==> src/rtl/fpga_cfg_pkg.sv <==
// Shared sizing, frame constants, loader state encoding and the header check.
package fpga_cfg_pkg;

    localparam int N_LUT  = 9;
    localparam int LUT_W  = 33;
    localparam int N_SB   = 13;
    localparam int SB_W   = 16;
    localparam int WORD_W = 32;
    localparam int NWORDS = 2 * N_LUT + N_SB;
    localparam int IDX_W  = $clog2(NWORDS);
    localparam logic [15:0] MAGIC = 16'hF9C0;

    typedef enum logic [2:0] {
        IDLE,
        LOAD,
        CHECK,
        COMMIT,
        DONE,
        ERR
    } state_t;

    function automatic logic hdr_valid(input logic [WORD_W-1:0] w);
        return (w[31:16] == MAGIC) && (w[15:0] == 16'(NWORDS));
    endfunction

endpackage

==> src/rtl/fpga_cfg_loader.sv <==
// Unpacks a framed word stream into shadow regs; commits to fabric one cycle after a good checksum.
// Stalls freely on cfg_valid low; cfg_ready drops only during the single COMMIT cycle.
module fpga_cfg_loader
    import fpga_cfg_pkg::*;
(
    input  logic                     clock,
    input  logic                     reset,
    input  logic                     cfg_valid,
    output logic                     cfg_ready,
    input  logic [WORD_W-1:0]        cfg_data,
    output logic [N_LUT*LUT_W-1:0]   lut_cfg,
    output logic [N_SB*SB_W-1:0]     sb_cfg,
    output logic                     fabric_en,
    output logic                     cfg_done,
    output logic                     cfg_err
);

    localparam int LB_W = $clog2(N_LUT * LUT_W);
    localparam int SB_BW = $clog2(N_SB * SB_W);
    localparam logic [IDX_W-1:0] LAST_IDX = IDX_W'(NWORDS - 1);
    localparam logic [IDX_W-1:0] SB_START = IDX_W'(2 * N_LUT);

    state_t                    r_state;
    logic [IDX_W-1:0]          r_idx;
    logic [WORD_W-1:0]         r_xor;
    logic [N_LUT*LUT_W-1:0]    r_shd_lut;
    logic [N_SB*SB_W-1:0]      r_shd_sb;

    logic                      w_xfer;
    logic                      w_hdr_ok;
    logic [IDX_W-1:0]          w_sb_idx;
    logic [LB_W-1:0]           w_lut_base;
    logic [SB_BW-1:0]          w_sb_base;

    assign cfg_ready  = (r_state != COMMIT);
    assign fabric_en  = cfg_done;
    assign w_xfer     = cfg_valid && cfg_ready;
    assign w_hdr_ok   = hdr_valid(cfg_data);
    // Even/odd word pairs share one LUT slot; SB base is only meaningful once idx >= SB_START.
    assign w_sb_idx   = r_idx - SB_START;
    assign w_lut_base = LB_W'(r_idx[IDX_W-1:1]) * LB_W'(LUT_W);
    assign w_sb_base  = SB_BW'(w_sb_idx) * SB_BW'(SB_W);

    always_ff @(posedge clock) begin
        if (reset) begin
            r_state   <= IDLE;
            r_idx     <= '0;
            r_xor     <= '0;
            r_shd_lut <= '0;
            r_shd_sb  <= '0;
            lut_cfg   <= '0;
            sb_cfg    <= '0;
            cfg_done  <= 1'b0;
            cfg_err   <= 1'b0;
        end else begin
            case (r_state)
                IDLE, DONE, ERR: begin
                    if (w_xfer) begin
                        cfg_done <= 1'b0;
                        if (w_hdr_ok) begin
                            r_state <= LOAD;
                            r_idx   <= '0;
                            r_xor   <= '0;
                            cfg_err <= 1'b0;
                        end else begin
                            r_state <= ERR;
                            cfg_err <= 1'b1;
                        end
                    end
                end
                LOAD: begin
                    if (w_xfer) begin
                        if (r_idx < SB_START) begin
                            if (!r_idx[0])
                                r_shd_lut[w_lut_base +: WORD_W] <= cfg_data;
                            else
                                r_shd_lut[w_lut_base + LB_W'(WORD_W)] <= cfg_data[0];
                        end else begin
                            r_shd_sb[w_sb_base +: SB_W] <= cfg_data[SB_W-1:0];
                        end
                        r_xor <= r_xor ^ cfg_data;
                        r_idx <= r_idx + IDX_W'(1);
                        if (r_idx == LAST_IDX)
                            r_state <= CHECK;
                    end
                end
                CHECK: begin
                    if (w_xfer) begin
                        if (cfg_data == r_xor) begin
                            r_state <= COMMIT;
                        end else begin
                            r_state <= ERR;
                            cfg_err <= 1'b1;
                        end
                    end
                end
                COMMIT: begin
                    lut_cfg  <= r_shd_lut;
                    sb_cfg   <= r_shd_sb;
                    cfg_done <= 1'b1;
                    r_state  <= DONE;
                end
                default: r_state <= IDLE;
            endcase
        end
    end

endmodule
==> config.mk <==
export PLATFORM = sky130hd
export DESIGN_NAME = fpga_cfg_loader
export DESIGN_NICKNAME = d
export VERILOG_FILES = /design/src/rtl/fpga_cfg_pkg.sv /design/src/rtl/fpga_cfg_loader.sv
export SDC_FILE = /design/constraint.sdc
export NUM_CORES = 2
export LEC_CHECK = 0
export CORE_ASPECT_RATIO = 0.9
export CORE_MARGIN = 2
export CORE_UTILIZATION = 55
export DETAILED_ROUTE_END_ITERATION = 10
export PLACE_DENSITY = 0.85
export SKIP_LAST_GASP = 1
export SYNTH_ARGS = -nofsm -noshare
export SYNTH_HDL_FRONTEND = slang
export SYNTH_SLANG_ARGS = --single-unit
==> constraint.sdc <==
create_clock -name clock -period 5.3 [get_ports clock]
set_input_delay 1.06 -clock clock [delete_from_list [all_inputs] [get_ports clock]]
set_output_delay 1.06 -clock clock [all_outputs]
set_load 0.005 [all_outputs]
## Word-level counts from Yosys, hierarchy flattened

Index checks and enable logic that the tools add are counted.

| word-level totals | value |
|---|---|
| bits in registers | 1,052 |
| input port bits | 35 |
| output and inout bits | 509 |
| word-level logic and storage cells | 82 |

| cells by class | value |
|---|---|
| $add $sub $neg | 5 |
| multiply operators | 1 |
| magnitude comparators | 3 |
| equality and inequality tests | 16 |
| shifts and indexed selects | 4 |
| multiplexer cells | 28 |
| bitwise gates (word level) | 2 |
| reductions and logical operators | 14 |

Operator list:

| cell | count |
|---|---|
| 297-bit bitwise mux | 2 |
| 297-bit 2-to-1 mux | 1 |
| 32-bit by 11-bit variable shift with 297-bit output, first input constant | 1 |
| 32-bit by 11-bit indexed part select with 297-bit output | 1 |
| 208-bit bitwise mux | 1 |
| 16-bit by 10-bit variable shift with 208-bit output, first input constant | 1 |
| 16-bit by 10-bit indexed part select with 208-bit output | 1 |
| 32-bit 2-to-1 mux | 3 |
| 32-bit one-hot mux with 2 select lines | 1 |
| 32-bit equality test | 1 |
| 32-bit XOR | 1 |
| 3-bit 2-to-1 mux | 6 |
| 16-bit equality test, second input constant | 1 |
| 16-bit by 5-bit equality test with 1-bit output, second input constant | 1 |
| 5-bit 2-to-1 mux | 3 |
| 2-bit != test, second input constant | 6 |
| 3-bit one-hot mux with 4 select lines | 1 |
| 4-bit AND reduction | 3 |
| 9-bit negation with 11-bit output | 1 |
| 9-bit by 10-bit less-than comparator with 1-bit output, second input constant | 1 |
| 8-bit negation with 10-bit output | 1 |
| 5-bit one-hot mux with 2 select lines | 1 |
| 9-bit by 6-bit adder with 9-bit output, second input constant | 1 |
| 1-bit demux with 9-bit select | 1 |
| 19 further kinds | 32 |

## Longest topological paths before layout

| logic depth | value |
|---|---|
| depth after elaboration | 8 |
| depth in mapped cells | 17 |
| gate-level depth less buffers | 9 |

## Least setup slack after synthesis

OpenSTA, ideal clock, no wires.

| timing | value |
|---|---|
| path kind | register to register |
| from | reg r_idx[1] |
| to | reg r_shd_lut[164] |
| setup time | 0.134 ns |
| arrival time | 3.583 ns |
| required time | 5.166 ns |
| path slack | 1.583 ns |
| stages on the path, launching flop included | 16 |
| path buffers | 6 |
| period minus slack after synthesis | 3.717 ns |
| path through | dfxtp_1 buf_6 buf_4 inv_2 buf_2 buf_1 ha_1 buf_2 buf_4 mux2_2 mux2i_1 o32ai_1 a31oi_1 o21ai_1 a221oi_1 a211oi_1 |

| on the way | value |
|---|---|
| word-level cells in the longest chain between the ends | 8 |
| elaborated cells between the ends (all ways) | 15 |
| those cells by class | 2 x add/sub; 1 x mul; 3 x order compare; 2 x shift; 5 x mux; 2 x reduce/logical |

Ends and longest elaborated chain:

| what | line | RTL |
|---|---|---|
| start, declared | fpga_cfg_loader.sv:24 | `logic [IDX_W-1:0] r_idx;` |
| start signal, assigned | fpga_cfg_loader.sv:82 | `r_idx <= r_idx + IDX_W'(1);` |
| 4-bit by 6-bit multiplier with 9-bit output | fpga_cfg_loader.sv:41 | `assign w_lut_base = LB_W'(r_idx[IDX_W-1:1]) * LB_W'(LUT_W);` |
| 9-bit by 6-bit adder with 9-bit output | fpga_cfg_loader.sv:77 | `r_shd_lut[w_lut_base + LB_W'(WORD_W)] <= cfg_data[0];` |
| 9-bit by 10-bit less-than comparator with 1-bit output (not written as such) or 9-bit by 1-bit >= comparator with 1-bit output (tied branches) | fpga_cfg_loader.sv:77 |  |
| 1-bit logical AND (not written as such) | fpga_cfg_loader.sv:77 |  |
| 1-bit 2-to-1 mux (not written as such) | fpga_cfg_loader.sv:77 |  |
| 1-bit demux with 9-bit select | fpga_cfg_loader.sv:77 |  |
| 297-bit bitwise mux | fpga_cfg_loader.sv:77 |  |
| 297-bit 2-to-1 mux | fpga_cfg_loader.sv:74 | `if (!r_idx[0])` |
| end signal, assigned by index | fpga_cfg_loader.sv:75 | `r_shd_lut[w_lut_base +: WORD_W] <= cfg_data;` |
| end signal, assigned by index | fpga_cfg_loader.sv:77 |  |
| end, declared | fpga_cfg_loader.sv:26 | `logic [N_LUT*LUT_W-1:0] r_shd_lut;` |

Several ways; a longest one is shown, not always the timed one.
A chain may end at the register's enable or synchronous reset.

## Worst setup path in the final report

| timing | value |
|---|---|
| from | reg r_idx[2] |
| to | reg r_shd_lut[186] |

The elaborated chain is that of the path after synthesis.

==> impl_metrics.yaml <==
setup_path:
  crit_slowest_cell: "a22oi_1"
  crit_path_frequent_cell: "mux2_2"
  critPathMaxStageDelay_ps: 960
  cp.arrival_ps: 5300
  path_delay_family: "compound AO/OA/AOI/OAI gates"
  crit_chain: "clkinv_1 > ha_4 > buf_4 > mux2_2 > mux2i_1 > o21ai_1 > a22oi_1 > mux2_2 > o21a_1 > nor2_1"
  crit_buf_inv: 2
  cp-start-kind: "flip-flop"
  crit_required_ps: 5850
  critPathMaxFanout: 44
  path_class: "reg -> reg"
  critical_path.endpoint_type: "flip-flop"
synth:
  syn_nets: 5705
  ys_warn_count: 0
  synth_cell_types: 99
  synth_top_family_by_area: "simple AND/OR/NAND/NOR gates"
  ys.flop_type: "dfxtp_1"
  yosysSeqAreaShare_pct: 48.0
  synth-compound-area-share_pct: 20.2
  synth_edf_count: 0
  avgSynthCellArea_um2: 7.75
  synth.top_cell.area_share_pct: 48.0
  syn-cell-area_mm2: 0.0438
  synthCells: 5659
  synth_xor_area_share_pct: 0.913
  synth_seq_cells: 1052
  synth_most_common_cell: "nand2_1"
  synthArstFlopShare_pct: 0
  synthMuxAreaShare_pct: 3.25
  synth_top_area_cell: "dfxtp_1"
  synthAdderAreaFrac_pct: 0.314
  synthSimpleGateAreaFrac_pct: 22.7
  ys_top_cells_by_count: "nand2_1, dfxtp_1, a21oi_1"
  synth.top_cells.by_area: "dfxtp_1, nand2_1, a21oi_1"
clock_network:
  cts.reportedPaths.clkPinSlew_ps: 70
  clockBufferDepth: 3
  cts_buffers: 100
  ctsHtreeMaxLevel: 3
  cts_tree: "built"
  cts_hold_buf: 0
  clkSinkCount: 1052
  cts_setup_buffers: 0
  clkLatencyLatePin_ps: 710
  cts-resized-gates: 0
  clock-root-buffer: "clkbuf_16"
global_route:
  grt_max_degree: 233
  antenna_found_initial: 18
  grt_overflow: 0
  grt_pass1_vias: 44399
  grt_pass1_wl_um: 301000
  grt_use_total_pct: 49.9
timing:
  rsz0062_at_grt: "no"
  relSlewSlack_pct: 7.81
  post-route-min-period_ps: 4760
  worstMarginPinSlew_ps: 1380
  maxSlewViolCount: 0
  finalSetupTns_ps: 0
  timing.final.crit_share_pct: 89.7
  skew_ps: 28.4
  finalSetupViolations: 0
  fmax_mhz: 210
  hold_viol: 0
die:
  num_io_pins: 544
  rows: 98
  dieWidth_um: 302
  die_area_mm2: 0.0820
  core_region_area_mm2: 0.0792
  initial_core_util_pct: 55.3
  die_y_um: 272
cells_and_area:
  drive_gt1_share_pct: 8.92
  area_growth_pct: 24.3
  nets: 6151
  nFillCells: 5917
  final_area_mm2: 0.0545
power_and_ir_drop:
  powerDensity_mw_per_mm2: 299
  peakVddDrop_uv: 377
  p_leak_nw: 18.1
route:
  vias: 47728
  viasPerCell: 6.59
  wl_per_cell_um: 29.4
  ant_nets: 0
  wl_um: 213000
  drc: 0
  dr.pass1.iters: 9
  drt_iter0_drc: 7848
place:
  hpwl_um: 150000
  post_dp_cell_area_mm2: 0.0510
  gp_congestion: 1.11
  numPortBuffers: 543
hold_path:
  hold_class: "reg -> reg"
status:
  status: "finished clean"
job:
  max_cap_violations: 0
-- tightest hold or removal path: stages (launching register included) --
cell     delay, ps
dfxtp_1        310
nand2_1         50
a21oi_1         50
-- cell families after synthesis --
kind of cell	Yosys count
DFF	1052
buffers and inverters	497
AOI/OAI and AO/OA	1533
muxes	114
xor gates and xnor gates	44
adders and majority gates	11
and+or+nand+nor	2408
-- per-layer routing --
metal	routed length [um]	share of wire, %	global-route usage, %
met5	200	0.094	1.10
met3	31100	15	18.2
met2	88200	41	71.3
met4	15300	7.2	29.8
met1	78600	37	64.4
-- power breakdown --
part | total [W] | leakage (nW) | internal (W) | switching, W
logic | 0.000797 | 7.88 | 0.000189 | 0.000608
clock network | 0.00756 | 1.70 | 0.00425 | 0.00331
registers | 0.00796 | 8.47 | 0.00793 | 0.0000291
total | 0.0163 | 18.1 | 0.0124 | 0.00395
-- metrics by stage --
| step | power [W] | setup slack (ps) | utilization, % | hold slack, ps | std cells |
|---|---|---|---|---|---|
| floorplan | 0.00856 | 1580 | - | 415 | 5659 |
| global placement | 0.00887 | 762 | 64.4 | 436 | 7053 |
| detailed placement | 0.00888 | 760 | 64.4 | 443 | 7053 |
| CTS | 0.0162 | 834 | 68.8 | 449 | 7238 |
| global route | 0.0166 | 638 | 68.8 | 462 | 7240 |
| finish | 0.0163 | 545 | 68.8 | 443 | 7247 |
-- registers in the layout, indices dropped and copies added (netlist names) --
| register | count |
|---|---|
| cfg_done | 1 |
| cfg_err | 1 |
| lut_cfg | 297 |
| r_idx | 5 |
| r_shd_lut | 297 |
| r_shd_sb | 208 |
| r_state | 3 |
| r_xor | 32 |
| sb_cfg | 208 |
-- cells in the final DEF, fill, tap and decap left out, types with 13 or more instances in the layout --
master           instances
a211oi_1                58
a21oi_1                915
a22oi_1                 23
a31oi_1                 32
and2_1                  14
and3_1                  13
buf_12                  15
buf_4                  254
clkbuf_1                17
clkbuf_16              100
clkbuf_8                24
clkdlybuf4s50_1        542
clkinv_2                19
dfxtp_1               1048
inv_1                   22
mux2_2                  25
mux2i_1                 68
mux4_2                  20
nand2_1               1566
nand2b_1                19
nand3_1                207
nand4_1                 40
nor2_1                 380
nor2b_1                 21
nor3_1                  78
o211a_1                 16
o211ai_1                17
o21ai_0                201
o21ai_1                 37
o221ai_1                27
o22ai_1                 43
xnor2_1                 40
-- cell type report --
| type | instances | area, um^2 | share of cell area (%) |
|---|---|---|---|
| sequential | 1052 | 21100 | 38.7 |
| clock inverter | 44 | 569 | 1.04 |
| antenna | 9 | 22.5 | 0.0413 |
| multi-input combinational | 4110 | 20800 | 38.3 |
| inverter | 29 | 116 | 0.214 |
| clock buffer | 141 | 2900 | 5.32 |
| tap | 1050 | 1310 | 2.41 |
| timing repair buffer | 812 | 7650 | 14.0 |
-- final timing paths --
path	from	to	slack (ps)	cells past startpoint
worst max-delay path	r_idx[2]	r_shd_lut[186]	540	10
worst max register to register	r_idx[2]	r_shd_lut[186]	540	10
worst min-delay path	r_shd_sb[2]	sb_cfg[2]	440	2
worst min register to register	r_shd_sb[2]	sb_cfg[2]	440	2
(Power assumes the default switching activity.)
